===== config.mk =====
export PLATFORM = sky130hd
export DESIGN_NAME = board_scroll_ctrl
export DESIGN_NICKNAME = d
export VERILOG_FILES = /design/src/rtl/board_scroll_ctrl.sv
export SDC_FILE = /design/constraint.sdc
export NUM_CORES = 1
export LEC_CHECK = 0
export CAP_MARGIN = 0
export CORE_MARGIN = 8
export CORE_UTILIZATION = 54
export CTS_CLUSTER_SIZE = 25
export DETAILED_ROUTE_END_ITERATION = 7
export GPL_TIMING_DRIVEN = 0
export HOLD_SLACK_MARGIN = 0.1
export PLACE_DENSITY = 0.85
export SKIP_CTS_REPAIR_TIMING = 1
export SYNTH_ARGS = -nofsm -noshare
export SYNTH_HDL_FRONTEND = slang
export SYNTH_SLANG_ARGS = --single-unit

===== constraint.sdc =====
create_clock -name CLK_50M -period 5.8 [get_ports CLK_50M]
set_input_delay 0.87 -clock CLK_50M [delete_from_list [all_inputs] [get_ports CLK_50M]]
set_output_delay 0.87 -clock CLK_50M [all_outputs]
set_load 0.03 [all_outputs]

===== src/rtl/board_scroll_ctrl.sv =====
// board_scroll_ctrl: 4x8 falling-tile board sequencer with LFSR spawning,
// key hit resolution on the bottom row, saturating score and game-over detection.
module board_scroll_ctrl #(
  parameter int         TICK_DIV   = 25_000_000,
  parameter logic [2:0] TILE_COLOR = 3'b001,
  parameter logic [7:0] LFSR_SEED  = 8'hA5
) (
  input  logic        CLK_50M,
  input  logic        RST_N,
  input  logic        start,
  input  logic [3:0]  key,
  output logic [23:0] column_0,
  output logic [23:0] column_1,
  output logic [23:0] column_2,
  output logic [23:0] column_3,
  output logic [7:0]  score,
  output logic        running,
  output logic        game_over,
  output logic        row_tick
);
  localparam int CW = $clog2(TICK_DIV);
  typedef enum logic [1:0] {IDLE, RUN, OVER} state_t;
  state_t        r_state, w_state;
  logic [23:0]   r_col [4];
  logic [23:0]   w_col [4];
  logic [23:0]   w_clr [4];
  logic [7:0]    r_score, w_score, r_lfsr;
  logic [CW-1:0] r_tick, w_tick;
  logic [3:0]    r_key_q, w_edge, w_bot, w_hit;
  logic [2:0]    w_nhits;
  logic [8:0]    w_sum;
  logic          w_wrong, w_scroll, w_miss, w_row_tick;
  logic          r_row_tick, r_running, r_game_over;
  assign w_edge   = key & ~r_key_q;
  assign w_hit    = w_edge & w_bot;
  assign w_wrong  = |(w_edge & ~w_bot);
  assign w_scroll = (r_state == RUN) && (r_tick == CW'(TICK_DIV - 1));
  assign w_nhits  = {2'b0, w_hit[0]} + {2'b0, w_hit[1]} + {2'b0, w_hit[2]} + {2'b0, w_hit[3]};
  assign w_sum    = {1'b0, r_score} + {6'b0, w_nhits};
  // Hits are cleared before the miss test so a key on the scroll cycle saves its tile.
  always_comb begin
    w_bot  = '0;
    w_miss = 1'b0;
    for (int i = 0; i < 4; i++) begin
      w_bot[i] = |r_col[i][2:0];
      w_clr[i] = w_hit[i] ? {r_col[i][23:3], 3'b000} : r_col[i];
      w_miss   = w_miss | (|w_clr[i][2:0]);
    end
  end
  always_comb begin
    w_state    = r_state;
    w_col      = r_col;
    w_score    = r_score;
    w_tick     = r_tick;
    w_row_tick = 1'b0;
    case (r_state)
      IDLE: begin
        w_tick = '0;
        for (int i = 0; i < 4; i++) w_col[i] = '0;
        if (start) begin
          w_state = RUN;
          w_score = '0;
        end
      end
      RUN: begin
        if (w_wrong) w_state = OVER;
        else begin
          w_col   = w_clr;
          w_score = w_sum[8] ? 8'hFF : w_sum[7:0];
          if (!w_scroll) w_tick = r_tick + CW'(1);
          else if (w_miss) w_state = OVER;
          else begin
            for (int i = 0; i < 4; i++)
              w_col[i] = {(r_lfsr[1:0] == 2'(i)) ? TILE_COLOR : 3'b000, w_clr[i][23:3]};
            w_tick     = '0;
            w_row_tick = 1'b1;
          end
        end
      end
      OVER: begin
        if (start) begin
          w_state = RUN;
          w_score = '0;
          w_tick  = '0;
          for (int i = 0; i < 4; i++) w_col[i] = '0;
        end
      end
      default: w_state = IDLE;
    endcase
  end
  always_ff @(posedge CLK_50M or negedge RST_N) begin
    if (!RST_N) begin
      r_state     <= IDLE;
      for (int i = 0; i < 4; i++) r_col[i] <= '0;
      r_score     <= '0;
      r_tick      <= '0;
      r_key_q     <= '0;
      r_lfsr      <= LFSR_SEED;
      r_row_tick  <= 1'b0;
      r_running   <= 1'b0;
      r_game_over <= 1'b0;
    end else begin
      r_state     <= w_state;
      r_col       <= w_col;
      r_score     <= w_score;
      r_tick      <= w_tick;
      r_key_q     <= key;
      r_lfsr      <= {r_lfsr[6:0], r_lfsr[7] ^ r_lfsr[5] ^ r_lfsr[4] ^ r_lfsr[3]};
      r_row_tick  <= w_row_tick;
      r_running   <= w_state == RUN;
      r_game_over <= w_state == OVER;
    end
  end
  assign column_0  = r_col[0];
  assign column_1  = r_col[1];
  assign column_2  = r_col[2];
  assign column_3  = r_col[3];
  assign score     = r_score;
  assign running   = r_running;
  assign game_over = r_game_over;
  assign row_tick  = r_row_tick;
endmodule

==> impl_metrics.csv, run 1 <==
group,metric,value,unit
global_routing,total_gr_overflow,0,
synth,synthCells,527,
floorplan,start_util,55.8,%
synth,asyncSetResetFlopFracSynth,100,%
synth,synth_top_cells_by_count,"nand2_1, dfrtp_1, buf_4",
final_layout,multi_input_area,2010,um^2
global_routing,antenna_found_initial,0,
timing,fmaxAchievable,266,MHz
global_routing,grt_max_degree,62,
power,total_power_consumption,1460,uW
setup_path,path_max_fanout,8,
setup_path,critPathCaptureType,"flop",
synth,synth-seq-cells,96,
cts,max-clock-path-buffers,2,
drt,routedWlPerCell,17.1,um
final_layout,fin_nets,663,
timing,timing_hold_violations_final,0,
timing,slew_violations,0,
floorplan,fp.dieArea,12400,um^2
timing,worst_clock_skew,0.0139,ns
run,maxCapViolations,0,
timing,setup_tns,0,ns
global_routing,number_of_global_route_vias_before_repair,4197,
final_layout,syn_to_final_growth,30.3,%
synth,syn-cell-area,4890,um^2
synth,ys.flop_type,"dfrtp_1",
cts,clock_latency,0.36,ns
drt,ant_nets,0,
cts,cts_root_buf,"clkbuf_8",
setup_path,crit_path_start_kind,"input port",
synth,synth.largest_area_cell,"dfrtp_1",
synth,synth_compound_area_share,15.2,%
final_layout,antenna_cells_inserted,0,
synth,synth_edf_count,0,
floorplan,core_area,8760,um^2
synth,syn-mean-instance-area,9.28,um^2
cts,cts_inserted_buffers,9,
final_layout,nFillCells,642,
synth,yosysMostFrequentCell,"nand2_1",
floorplan,core.rowCount,34,
cts,cts.htree.levels,3,
cts,tritoncts_num_sinks,96,
drt,post_drt_via_cell_ratio,5.67,
cts,cts.reportedPaths.clkPinSlew,0.10,ns
global_routing,grt_util_met3,4.06,%
final_layout,postLayoutCellArea,6370,um^2
power,leakage,0.00270,uW
global_routing,globalRouteMet1Util,26.0,%
final_layout,proportion_of_layout_cells_with_a_drive_suffix_above_1,14.6,%
floorplan,chipWidth,111,um
synth,synth_top_family_by_area,"simple AND/OR/NAND/NOR gates",
setup_path,worst_ep_arrival_time,4.03,ns
cts,clock_tree_from_tritoncts,"built",
timing,final.period_utilization,64.7,%
setup_path,critical_path_required,6.07,ns
placement,dpl-instance-area,6130,um^2
synth,synthSimpleGateAreaFrac,21.6,%
synth,synth.area.mux_share,0.205,%
placement,final_replace_weighted_congestion,0.920,
global_routing,grt_first_pass_wirelength,21700,um
worst_hold_path,holdCritPathClass,"reg -> reg",
global_routing,grt-busiest-layer,"met2",
power,power_density_cells,229,nW/um^2
timing,grt_setup_unrepaired,"false",
floorplan,die_h,111,um
drt,wirelength,13100,um
global_routing,global_route.usage.total,21.0,%
timing,max-slew-margin-rel,49.2,%
floorplan,io_pins,114,
synth,post_synth_num_cell_types,57,
drt,first_pass_iters,7,
timing,final.min_clock_period,3.75,ns
global_routing,globalRouteMet2Util,36.0,%
timing,tightest_slew,0.756,ns
placement,dp.final_hpwl,9880,um
synth,sequential_to_total_area_share_from_yosys_stat,49.2,%
synth,synthDominantCellAreaShare,47.1,%
synth,synth_xor_area_share,1.61,%
drt,vias,4331,
synth,synth-adder-area-share,1.74,%
timing,setup_violations,0,
final_layout,final_core_utilization,72.7,%
timing,hold-worst-slack,0.357,ns
drt,remaining_drc_errors,0,
power,worst_ir_drop_vdd,0.132,mV
setup_path,path_class,"in -> reg",
final_layout,seq_area,2410,um^2
synth,ys.warnings.count,0,
synth,synth.area.top_cells,"dfrtp_1, buf_4, nand2_1",
drt,drt_first_iter_violations,319,
status,status,"completed",
placement,port_buffers,105,
[worst paths after layout]
| path | slack, ns | cells after the start | from | to |
|---|---|---|---|---|
| max | 2.05 | 14 | key[0] | score[3] |
| min | 0.36 | 0 | r_lfsr[6] | r_lfsr[7] |
| max reg2reg | 2.30 | 13 | column_0[0] | score[3] |
| min reg2reg | 0.36 | 0 | r_lfsr[6] | r_lfsr[7] |
| max in group asynchronous | 4.62 | 2 | RST_N | r_lfsr[0] |
| min in group asynchronous | 0.46 | 1 | RST_N | column_1[6] |
[area by class of cell]
cell class	instances	share of cell area, %
clock buffers	10	2.00
multi-input cells	361	31.5
plain buffers	72	7.64
well taps	108	2.12
flip-flops and latches	96	37.8
inverters	5	0.295
clock inverters	6	1.81
repair buffers	106	16.9
[cells in the final DEF, fill, tap and decap left out, drive strengths merged, types with 5 or more instances in the layout]
cell type,n
clkdlybuf4s50,104
nand2,97
dfrtp,92
buf,66
o21ai,63
a21oi,25
nor2,22
clkbuf,18
nand3,16
or3,12
nor3,11
o211ai,11
nand4,10
nand2b,8
conb,8
or4,7
inv,7
nor2b,6
xor2,6
o31ai,6
and3,5
[sequential cells by signal, indices dropped and copies added (netlist names)]
register	count
column_0	16
column_3	10
r_state	2
column_1	10
r_key_q	4
column_2	10
running	1
r_lfsr	8
score	8
row_tick	1
game_over	1
r_tick	25
[cell families after synthesis]
logic type	count (synthesis)
DFF	96
and+or+nand+nor	211
muxes	1
other	1
buffers and inverters	77
AOI/OAI and AO/OA	127
xor gates and xnor gates	9
adders and majority gates	5
[per-layer routing]
metal | part of all wire, % | up-vias
li1 | - | 2039
met1 | 40 | 2079
met5 | 0 | -
met2 | 51 | 199
met3 | 7.7 | 14
met4 | 1.1 | 0
[report_power, final]
group          switching, uW  total (uW)  internal (uW)
clock                    239         529            290
sequential              15.9         700            684
combinational            170         232           62.1
[worst max-delay path, cell delays in order]
cell	delay [ns]
clkdlybuf4s50_1	0.43
nand2b_1	0.26
nor2b_1	0.11
fa_1	0.51
inv_1	0.05
fa_1	0.38
inv_1	0.08
fa_1	0.22
nand2_1	0.07
nor2_1	0.22
nand3_1	0.30
a21oi_1	0.24
nor2_1	0.06
a311oi_1	0.24
[through the flow]
step | instances | setup slack, ns
finish | 764 | 2.05
global route | 764 | 1.81
CTS | 764 | 2.08
detailed placement | 748 | 1.71
global placement | 747 | 0.439
floorplan | 534 | 2.51
(Power assumes the default switching activity.)
==> run 2: changes to the inputs <==
- CORE_UTILIZATION: 54 -> 45
- PLACE_DENSITY: 0.85 -> 0.76
- clock period: 5.8 -> 3.3 ns (I/O delays scaled with it)
==> run 2 against run 1 <==
Clock power up 57%. Sequential power up 76%. Critical path depth down 1. First-iteration DRC count up 2.5%. Largest power group unchanged. Sequential share of layout area down 0.43 points. Die area up 17%. Sequential cell count unchanged. Critical path type is now reg -> reg. Non-clock buffer count up 3. Critical endpoint is now score[5].
==> impl_metrics.csv, run 2 (synthesis gave the netlist of run 1 again) <==
group,metric,value,unit
drt,vias,4300,
setup_path,rr_endpoint,"score[5]",
timing,tightest_slew,0.726,ns
global_routing,global_route.usage.total,18.2,%
final_layout,proportion_of_layout_cells_with_a_drive_suffix_above_1,15.9,%
final_layout,final_cell_mix,"clkdlybuf4s50_1, nand2_1, dfrtp_1, buf_4, o21ai_1",
cts,tritoncts_num_sinks,96,
run,maxCapViolations,0,
drt,ant_nets,0,
timing,fmaxAchievable,309,MHz
final_layout,largest_reg_flops,25,
power,switching_share,31.5,%
timing,worst_clock_skew,0.0196,ns
cts,max-clock-path-buffers,2,
setup_path,rrSetupSlack,0.07,ns
timing,setup_violations,0,
worst_hold_path,holdCritPathClass,"reg -> reg",
cts,clock_latency,0.37,ns
global_routing,number_of_global_route_vias_before_repair,4234,
setup_path,path_class,"reg -> reg",
power,worst_ir_drop_vdd,0.229,mV
floorplan,start_util,45.5,%
timing,hold-worst-slack,0.380,ns
placement,dpl-instance-area,6170,um^2
global_routing,antenna_found_initial,0,
timing,timing_hold_violations_final,0,
timing,slew_violations,0,
placement,placement.setup.worst_slack,-0.447,ns
worst_hold_path,worstHoldEndpoint,"r_lfsr[7]",
cts,cts.htree.levels,3,
power,seqPwrFrac,49.7,%
timing,grt_setup_unrepaired,"true",
floorplan,die_h,120,um
final_layout,syn_to_final_growth,31.7,%
final_layout,final_core_utilization,60.0,%
floorplan,io_pins,114,
status,status,"completed",
floorplan,core_area,10700,um^2
final_layout,antenna_cells_inserted,0,
setup_path,critical_path_required,3.58,ns
cts,cts_inserted_buffers,9,
worst_hold_path,holdPathStages,0,
timing,max-slew-margin-rel,51.3,%
drt,routedWlPerCell,16.4,um
floorplan,chipWidth,120,um
global_routing,grt_max_degree,68,
timing,setup_tns,0,ns
placement,port_buffers,105,
power,power.switching,781,uW
power,power_density_cells,384,nW/um^2
worst_hold_path,hold_path_startpoint,"r_lfsr[6]",
drt,remaining_drc_errors,0,
power,clkPwrFrac,33.6,%
power,leakage,0.00270,uW
setup_path,timing.critical_path.from,"column_0[0]",
setup_path,r2r-start,"column_0[0]",
setup_path,crit_path_start_kind,"flop",
setup_path,worst_ep_arrival_time,3.51,ns
final_layout,postLayoutCellArea,6440,um^2
setup_path,path_max_fanout,8,
final_layout,fin_nets,666,
timing,postLayoutSetupSlackWorst,0.0687,ns
floorplan,core.rowCount,38,
floorplan,fp.dieArea,14500,um^2
setup_path,timing.reg2reg.worst_path_depth,13,
final_layout,largest-register,"r_tick",
global_routing,grt_first_pass_wirelength,21800,um
drt,wirelength,13100,um
placement,dp.final_hpwl,9840,um
drt,post_drt_via_cell_ratio,5.38,
placement,final_replace_weighted_congestion,0.911,
drt,first_pass_iters,4,
setup_path,critPathCaptureType,"flop",
cts,cts.reportedPaths.clkPinSlew,0.10,ns
global_routing,total_gr_overflow,0,
timing,final.min_clock_period,3.23,ns
drt,drt_first_iter_violations,327,
power,intPower,1690,uW
final_layout,mostFrequentLayoutCell,"clkdlybuf4s50_1",
cts,cts_root_buf,"clkbuf_8",
cts,clock_tree_from_tritoncts,"built",
power,power_frac_comb,16.7,%
timing,final.period_utilization,97.9,%
final_layout,nFillCells,913,
## run 2: worst max-delay path: stages (launching register included)
cell and delay (ns):
dfrtp_1 0.42, or3_4 0.43, nor2b_1 0.17, fa_1 0.51
inv_1 0.05, fa_1 0.37, inv_1 0.08, fa_2 0.22
nand2_1 0.10, nor2_4 0.16, nand3_4 0.14, o21ai_0 0.11
a21oi_1 0.12, a211oi_2 0.26
## run 2: per-layer routing
layer | global-route usage [%] | wire, um | vias to the layer above
met4 | 4.37 | 115 | 0
met3 | 3.87 | 867 | 13
met5 | 0 | 0 | -
met1 | 23.0 | 5510 | 2096
li1 | - | - | 2051
met2 | 31.2 | 6610 | 140
## run 2: power by group through the flow
stage	Clock, uW	Combinational, uW	Sequential (uW)
final	833	413	1230
after global routing	888	463	1230
after CTS	845	412	1230
after detailed placement	0	411	1250
after global placement	0	397	1250
after floorplan	0	240	1270
## run 2: worst max path at each step
| stage | end | slack, ns | cells past startpoint |
|---|---|---|---|
| after floorplan | score[3] | 0.02 | 13 |
| after global placement | r_tick[18] | -1.75 | 1 |
| after detailed placement | score[3] | -0.45 | 14 |
| after CTS | score[3] | -0.20 | 13 |
| after global routing | score[5] | -0.11 | 13 |
| final | score[5] | 0.07 | 13 |
## run 2: layout make-up
| type | count | area (um^2) | share of cell area, % |
|---|---|---|---|
| Clock buffer | 10 | 138 | 2.14 |
| Sequential cell | 96 | 2410 | 37.4 |
| Inverter | 5 | 18.8 | 0.291 |
| Multi-Input combinational cell | 361 | 2040 | 31.7 |
| Buffer | 72 | 487 | 7.55 |
| Tap cell | 140 | 175 | 2.72 |
| Timing Repair Buffer | 109 | 1100 | 17.1 |
| Clock inverter | 6 | 75.1 | 1.16 |
## run 2: stage by stage
step | cells | power, uW
CTS | 796 | 2490
finish | 799 | 2480
global route | 799 | 2590
detailed placement | 780 | 1660
global placement | 779 | 1650
floorplan | 534 | 1510
==> run 3: changes to the inputs <==
- CORE_MARGIN: 8 -> 2
==> run 3 against run 2 <==
Via count hardly changed. Sequential cell count stayed put. Utilization hardly changed. Total power is 3.7% lower. Clock skew is 0.0057 ns lower. Clock power is 10% lower. Critical path type unchanged. Global-route usage is 2.6 points higher. Non-clock buffer count is 2 higher. Die area is 19% lower. Sequential share of layout area hardly changed.
==> impl_metrics.csv, run 3 (synthesis gave the netlist of run 1 again) <==
group,metric,value,unit
final_layout,final_core_utilization,59.9,%
final_layout,final_cell_mix,"clkdlybuf4s50_1, nand2_1, dfrtp_1, buf_4, o21ai_1",
setup_path,worst_ep_arrival_time,3.47,ns
global_routing,antenna_found_initial,0,
power,worst_ir_drop_vdd,0.182,mV
setup_path,worst_path_bufs_invs,2,
global_routing,grt_max_degree,58,
status,status,"completed",
floorplan,die_h,108,um
floorplan,io_pins,114,
final_layout,syn_to_final_growth,31.7,%
setup_path,path_class,"reg -> reg",
floorplan,start_util,45.5,%
cts,cts.htree.levels,3,
floorplan,chipWidth,108,um
timing,final.min_clock_period,3.21,ns
floorplan,fp.dieArea,11700,um^2
timing,tightest_slew,0.746,ns
drt,drt_first_iter_violations,328,
setup_path,rr_endpoint,"score[5]",
power,leakage,0.00269,uW
timing,setup_violations,0,
setup_path,r2r-start,"column_2[0]",
cts,clock_latency,0.37,ns
placement,final_replace_weighted_congestion,0.920,
worst_hold_path,holdCritPathClass,"in -> async",
final_layout,seq_area,2410,um^2
setup_path,crit_path_start_kind,"flop",
cts,cts_root_buf,"clkbuf_8",
drt,wirelength,12100,um
final_layout,nFillCells,917,
placement,dp.final_hpwl,9060,um
timing,setup_tns,0,ns
drt,routedWlPerCell,15.1,um
cts,tritoncts_num_sinks,96,
final_layout,fin_nets,668,
final_layout,multi_input_area,2050,um^2
drt,vias,4299,
cts,cts.reportedPaths.clkPinSlew,0.10,ns
timing,slew_violations,0,
power,power_density_cells,370,nW/um^2
setup_path,timing.reg2reg.worst_path_depth,13,
timing,worst_clock_skew,0.0139,ns
final_layout,largest_reg_flops,25,
power,total_power_consumption,2380,uW
final_layout,mostFrequentLayoutCell,"clkdlybuf4s50_1",
timing,max-slew-margin-rel,49.9,%
final_layout,antenna_cells_inserted,0,
timing,fmaxAchievable,311,MHz
drt,post_drt_via_cell_ratio,5.37,
final_layout,largest-register,"r_tick",
setup_path,slowest_stage,"fa_1",
setup_path,critPathCaptureType,"flop",
global_routing,number_of_global_route_vias_before_repair,3906,
placement,numPlacedInstances,780,
drt,remaining_drc_errors,0,
global_routing,global_route.usage.total,20.7,%
timing,final.period_utilization,97.4,%
cts,cts_inserted_buffers,9,
placement,port_buffers,105,
global_routing,total_gr_overflow,0,
timing,hold-worst-slack,0.0968,ns
cts,clock_tree_from_tritoncts,"built",
final_layout,non_filler_instance_count_after_layout,801,
setup_path,path_max_fanout,7,
setup_path,path_cells,"or3_4 > nor2b_1 > fa_1 > inv_1 > fa_2 > inv_2 > fa_2 > nand2_1 > nor2_4 > nand3_4 > o21ai_0 > a21oi_1 > a211oi_1",
drt,ant_nets,0,
setup_path,slowest_delay,0.51,ns
global_routing,grt_first_pass_wirelength,19200,um
setup_path,critical_path_required,3.56,ns
run,maxCapViolations,0,
drt,first_pass_iters,5,
floorplan,core.rowCount,38,
setup_path,worst_path_dominant_cell_family,"adder cells",
final_layout,proportion_of_layout_cells_with_a_drive_suffix_above_1,16.8,%
setup_path,rrSetupSlack,0.09,ns
floorplan,core_area,10700,um^2
cts,max-clock-path-buffers,2,
setup_path,critical_path.most_common_cell,"fa_2",
timing,timing_hold_violations_final,0,
[run 3: cell count changes in the layout (fill, tap and decap cells not counted), sizes merged]
cell,delta
clkbuf,+1
buf,+3
bufinv,-1
clkinv,-1
clkinvlp,+1
dlygate4sd3,-1
[run 3: per-stage QoR]
| stage | setup slack (ns) | cell area [um^2] |
|---|---|---|
| floorplan | 0.0237 | 4920 |
| global placement | -1.72 | 6140 |
| detailed placement | -0.460 | 6170 |
| CTS | -0.162 | 6360 |
| global route | -0.0102 | 6440 |
| finish | 0.0866 | 6440 |
[run 3: routing by layer]
| metal | GRT usage (%) | wire, um | vias to the layer above |
|---|---|---|---|
| met4 | 6.87 | 195 | 0 |
| met1 | 27.3 | 5110 | 2083 |
| met2 | 34.9 | 6090 | 150 |
| met5 | 0 | 0 | - |
| li1 | - | - | 2051 |
| met3 | 3.50 | 730 | 15 |
[run 3: power breakdown]
part / switching [uW] / internal, uW
sequential: 27.3 / 1200
combinational: 297 / 110
clock: 426 / 320
total: 751 / 1630
[run 3: worst reg2reg max path, stage by stage, from the launching register on]
cell and delay, ns:
dfrtp_1 0.43, or3_4 0.42, nor2b_1 0.17, fa_1 0.51, inv_1 0.06, fa_2 0.34, inv_2 0.07, fa_2 0.22
nand2_1 0.10, nor2_4 0.16, nand3_4 0.13, o21ai_0 0.11, a21oi_1 0.10, a211oi_1 0.28
[run 3: final cells by class]
| type | count | area share [%] |
|---|---|---|
| Buffer | 72 | 7.56 |
| Multi-Input combinational cell | 361 | 31.8 |
| Inverter | 5 | 0.291 |
| Sequential cell | 96 | 37.4 |
| Tap cell | 140 | 2.72 |
| Timing Repair Buffer | 111 | 17.3 |
| Clock buffer | 11 | 2.35 |
| Clock inverter | 5 | 0.583 |
[run 3: worst max path at each step]
stage                 from          to  slack (ns)  cells past startpoint
2_1_floorplan  column_0[0]    score[3]        0.02                     13
3_3_place_gp         RST_N  r_tick[19]       -1.72                      1
3_5_place_dp        key[0]    score[3]       -0.46                     14
4_1_cts        column_0[0]    score[3]       -0.16                     13
5_1_grt        column_2[0]    score[7]       -0.01                     10
6_report       column_2[0]    score[5]        0.09                     13
